### config.mk
export PLATFORM = sky130hd
export DESIGN_NAME = hci_core_mux_static_ctrl
export DESIGN_NICKNAME = d
export VERILOG_FILES = /design/src/rtl/hci_core_mux_static_ctrl.sv
export SDC_FILE = /design/constraint.sdc
export NUM_CORES = 1
export LEC_CHECK = 0
export ABC_AREA = 1
export BUFFER_PORTS_ARGS = -buffer_cell sky130_fd_sc_hd__buf_2
export CELL_PAD_IN_SITES_DETAIL_PLACEMENT = 1
export CELL_PAD_IN_SITES_GLOBAL_PLACEMENT = 1
export CORE_UTILIZATION = 32
export CTS_CLUSTER_DIAMETER = 50
export DETAILED_ROUTE_END_ITERATION = 12
export GPL_ROUTABILITY_DRIVEN = 0
export PLACE_DENSITY_LB_ADDON = 0.15
export RECOVER_POWER = 50
export SYNTH_ARGS = -nofsm -noshare
export SYNTH_HDL_FRONTEND = slang
export SYNTH_SLANG_ARGS = --single-unit
### constraint.sdc
create_clock -name clk_i -period 1.3 [get_ports clk_i]
set_input_delay 0.065 -clock clk_i [delete_from_list [all_inputs] [get_ports clk_i]]
set_output_delay 0.065 -clock clk_i [all_outputs]
set_load 0.005 [all_outputs]
### src/rtl/hci_core_mux_static_ctrl.sv
// Select controller for an HCI static mux: tracks in-flight transactions on the
// mux output and only moves the select once the active channel has drained.
//
// state  | meaning
// ACTIVE | select stable, req passes while below MAX_OUTSTANDING
// DRAIN  | req gated, waiting for every outstanding response to return
// SWITCH | new select applied, ack pulsed, one settle cycle with req gated
module hci_core_mux_static_ctrl #(
  parameter int unsigned NB_CHAN         = 2,
  parameter int unsigned MAX_OUTSTANDING = 8,
  parameter int unsigned RESET_SEL       = 0,
  localparam int unsigned SW             = $clog2(NB_CHAN-1)+1,
  localparam int unsigned CW             = $clog2(MAX_OUTSTANDING+1)
) (
  input  logic          clk_i,
  input  logic          rst_ni,
  input  logic          clear_i,
  input  logic          switch_req_i,
  input  logic [SW-1:0] switch_sel_i,
  output logic          switch_ack_o,
  output logic [SW-1:0] sel_o,
  output logic          req_gate_o,
  input  logic          mon_req_i,
  input  logic          mon_gnt_i,
  input  logic          mon_r_valid_i,
  input  logic          mon_r_ready_i,
  output logic [CW-1:0] outstanding_o,
  output logic          busy_o,
  output logic          err_o
);

  typedef enum logic [1:0] {
    ACTIVE = 2'd0,
    DRAIN  = 2'd1,
    SWITCH = 2'd2
  } state_t;

  localparam logic [CW-1:0] CNT_MAX = CW'(MAX_OUTSTANDING);
  localparam logic [SW-1:0] SEL_RST = SW'(RESET_SEL);

  state_t        state;
  logic [SW-1:0] sel_q;
  logic [SW-1:0] target_q;
  logic [CW-1:0] cnt_q;
  logic          err_q;
  logic          ack_q;
  logic          inc;
  logic          dec;
  logic          sel_valid;

  assign inc       = mon_req_i & mon_gnt_i;
  assign dec       = mon_r_valid_i & mon_r_ready_i;
  assign sel_valid = 32'(switch_sel_i) < NB_CHAN;

  always_ff @(posedge clk_i or negedge rst_ni) begin
    if (!rst_ni) begin
      state    <= ACTIVE;
      sel_q    <= SEL_RST;
      target_q <= SEL_RST;
      cnt_q    <= '0;
      err_q    <= 1'b0;
      ack_q    <= 1'b0;
    end else if (clear_i) begin
      state    <= ACTIVE;
      sel_q    <= SEL_RST;
      target_q <= SEL_RST;
      cnt_q    <= '0;
      err_q    <= 1'b0;
      ack_q    <= 1'b0;
    end else begin
      ack_q <= 1'b0;

      // Overflow/underflow saturate the count and flag a protocol error.
      case ({inc, dec})
        2'b10: begin
          if (cnt_q == CNT_MAX) err_q <= 1'b1;
          else                  cnt_q <= cnt_q + CW'(1);
        end
        2'b01: begin
          if (cnt_q == '0) err_q <= 1'b1;
          else             cnt_q <= cnt_q - CW'(1);
        end
        default: ;
      endcase

      case (state)
        ACTIVE: begin
          // A request still held during the error-ack cycle must not re-trigger.
          if (switch_req_i && !ack_q) begin
            if (sel_valid) begin
              target_q <= switch_sel_i;
              state    <= DRAIN;
            end else begin
              err_q <= 1'b1;
              ack_q <= 1'b1;
            end
          end
        end
        DRAIN: begin
          if (cnt_q == '0 && !dec) begin
            sel_q <= target_q;
            ack_q <= 1'b1;
            state <= SWITCH;
          end
        end
        SWITCH:  state <= ACTIVE;
        default: state <= ACTIVE;
      endcase
    end
  end

  assign switch_ack_o  = ack_q;
  assign sel_o         = sel_q;
  assign outstanding_o = cnt_q;
  assign err_o         = err_q;
  assign busy_o        = (state != ACTIVE);
  assign req_gate_o    = (state == ACTIVE) && (cnt_q < CNT_MAX);

endmodule

==> results.py <==
metrics = {
    "detailed_routing": {
        "drt_iter0_markers": 0,
        "first_pass_iters": 1,
        "wl_per_cell_um": 11.4,
        "antenna_left": 0,
        "dr_total_vias": 672,
        "routed_wl_um": 1740,
        "drcViolationCount": 0,
        "avgViaCountPerCell": 4.42,
    },
    "clock_network": {
        "cts-root-buf": "clkbuf_4",
        "cts_num_sinks": 10,
        "cts_max_path_buffers": 2,
        "clk_latency_ns": 0.27,
        "clk_pin_slew_worst_paths_ns": 0.07,
        "numCtsBuffers": 3,
        "htree_levels": 1,
        "cts_tree": "built",
    },
    "worst_hold_path": {
        "whs_path_depth": 3,
        "hp-class": "in2reg",
    },
    "logic_synthesis": {
        "synth_top_area_share_pct": 37.7,
        "synth-seq-cells": 10,
        "netlist_area_um2": 663,
        "netlist_top_cells_count": "inv_1, nand2_1, nor2_1, dfrtp_1",
        "yosysSeqAreaShare_pct": 37.7,
        "ys.flop_type": "dfrtp_1",
        "yosysUniqueCellTypes": 24,
        "synth_edf_count": 0,
        "yosysMostFrequentCell": "inv_1",
        "yosys.area.top_type": "dfrtp_1",
        "syn_inst": 88,
        "avgSynthCellArea_um2": 7.54,
        "synth.area.top_cells": "dfrtp_1, inv_1, nand2_1, nor2_1, ha_1",
        "async_flop_share_pct": 100,
        "ys_warn_count": 0,
        "synthesis.nets": 99,
    },
    "timing": {
        "rsz0062_at_grt": "true",
        "finClkSkew_ns": 0.00247,
        "relSlewSlack_pct": 63.6,
        "setup_violations": 2,
        "hold_violations": 0,
        "worst_pin_slew_ns": 0.546,
        "finalCritPeriodShare_pct": 102,
        "whs_ns": 0.0159,
        "max_freq_mhz": 753,
        "layout_setup_ws_ns": -0.0282,
        "final.min_clock_period_ns": 1.33,
        "slew_violations": 0,
    },
    "global_routing": {
        "grt_overflow": 0,
        "grt_use_total_pct": 18.0,
        "grt_max_degree": 11,
        "grt_pass1_vias": 675,
        "grt_pass1_wl_um": 2760,
        "antenna_found_initial": 0,
    },
    "place": {
        "port_buffers": 17,
        "dp_hpwl_um": 1400,
    },
    "setup_path": {
        "startpoint_type": "flip-flop",
        "critPathCaptureType": "flip-flop",
        "cp.required_ns": 1.46,
        "crit_path_max_fanout": 5,
        "crit_type": "reg2reg",
        "r2r_cells": 10,
        "arrival_ns": 1.49,
    },
    "power_and_ir_drop": {
        "powerDensity_nw_per_um2": 1120,
        "finalPower_mw": 1.11,
        "ir_drop_uv": 654,
        "leakage_nw": 0.542,
    },
    "layout": {
        "post-route-util_pct": 50.5,
        "nNetsFinal": 137,
        "area_growth_pct": 49.4,
        "layout-drive-gt1-share_pct": 48.8,
        "n_antenna_cell": 0,
        "nFillCells": 267,
    },
    "run": {
        "maxCapViolations": 0,
    },
    "outcome": {
        "violations": "negative setup slack",
        "status": "finished with violations",
    },
    "floorplanning": {
        "die_x_um": 47.5,
        "ioPinCount": 18,
        "initial_core_util_pct": 33.8,
        "rows": 16,
        "dieArea_um2": 2260,
        "core-area_um2": 1960,
        "die_y_um": 47.5,
    },
}
[what timing repair did]
item                                    in CTS  in global routing
gates resized for setup                      1                 16
hold endpoints to repair                    10                  0
buffers inserted                             1                  2
hold buffers                                 1                  0
pin swaps                                    1                 14
endpoints found under the setup margin       4                  7
[final cells by class]
type | instances | area (um^2) | share of cell area [%]
multi-input cells | 61 | 392 | 39.5
flip-flops and latches | 10 | 250 | 25.3
repair buffers | 33 | 210 | 21.2
inverters | 17 | 68.8 | 6.94
clock buffers | 4 | 36.3 | 3.66
well taps | 27 | 33.8 | 3.41
[cells by family after synthesis]
group | after synthesis | synth area share [%]
xor gates and xnor gates | 1 | 1.32
and+or+nand+nor | 46 | 37.7
AOI/OAI and AO/OA | 12 | 9.43
adders and majority gates | 2 | 3.77
DFF | 10 | 37.7
buffers and inverters | 17 | 10.0
[metal layers]
metal	up-vias	part of all wire, %	track usage (%)
met5	-	0	0
met4	0	1.6	10.3
met3	2	2.2	1.13
met2	14	53	33.2
met1	306	43	20.4
li1	350	-	-
[registers in the layout (all words and copies together) (netlist names)]
| signal | cells |
|---|---|
| err_o | 1 |
| outstanding_o | 4 |
| sel_o | 1 |
| state | 2 |
| switch_ack_o | 1 |
| target_q | 1 |
[metrics by stage]
stage               instances  TNS (ns)  worst slack [ns]  instance area, um^2
detailed placement        144   -0.0606           -0.0429                  872
global route              152    -0.545            -0.148                  991
finish                    152   -0.0449           -0.0282                  991
floorplan                  88         0            0.0210                  663
CTS                       150   -0.0597           -0.0407                  926
global placement          144  -0.00297          -0.00297                  872
[power by group]
group	switching, mW	internal (mW)
Clock	0.112	0.170
Combinational	0.240	0.209
Sequential	0.0312	0.345
Total	0.383	0.724
[path summary, 6_finish.rpt]
check | start | endpoint | slack (ns)
max | outstanding_o[2]$_DFFE_PN0P_ | outstanding_o[3]$_DFFE_PN0P_ | -0.03
min in group asynchronous | rst_ni | switch_ack_o$_DFF_PN0_ | 0.29
max in group asynchronous | rst_ni | outstanding_o[3]$_DFFE_PN0P_ | 0.65
max reg2reg | outstanding_o[2]$_DFFE_PN0P_ | outstanding_o[3]$_DFFE_PN0P_ | -0.03
min reg2reg | err_o$_DFFE_PN0P_ | err_o$_DFFE_PN0P_ | 0.49
min | switch_sel_i | target_q$_DFFE_PN0P_ | 0.02
[layout by cell type, fill, tap and decap left out, types with 2 or more instances in the layout]
master	instances
a21oi_1	3
buf_2	16
buf_4	14
clkbuf_4	3
dfrtp_1	10
inv_1	12
inv_2	3
inv_4	2
nand2_1	9
nand2_2	7
nand3_1	4
nand3_2	2
nor2_1	12
nor2_2	2
nor2_4	3
o21ai_0	2
o21ai_1	5
[worst max-delay path: stages, from the launching register on]
cell and delay, ns:
dfrtp_1 0.42, buf_6 0.14, inv_4 0.03, nand2_2 0.07, nor2_4 0.04, nand2_2 0.07, nand2_2 0.06, nor2_4 0.16
nand2_1 0.08, nor2_2 0.09, nor2_1 0.04
Note: power is estimated with default switching activity, not from simulation.
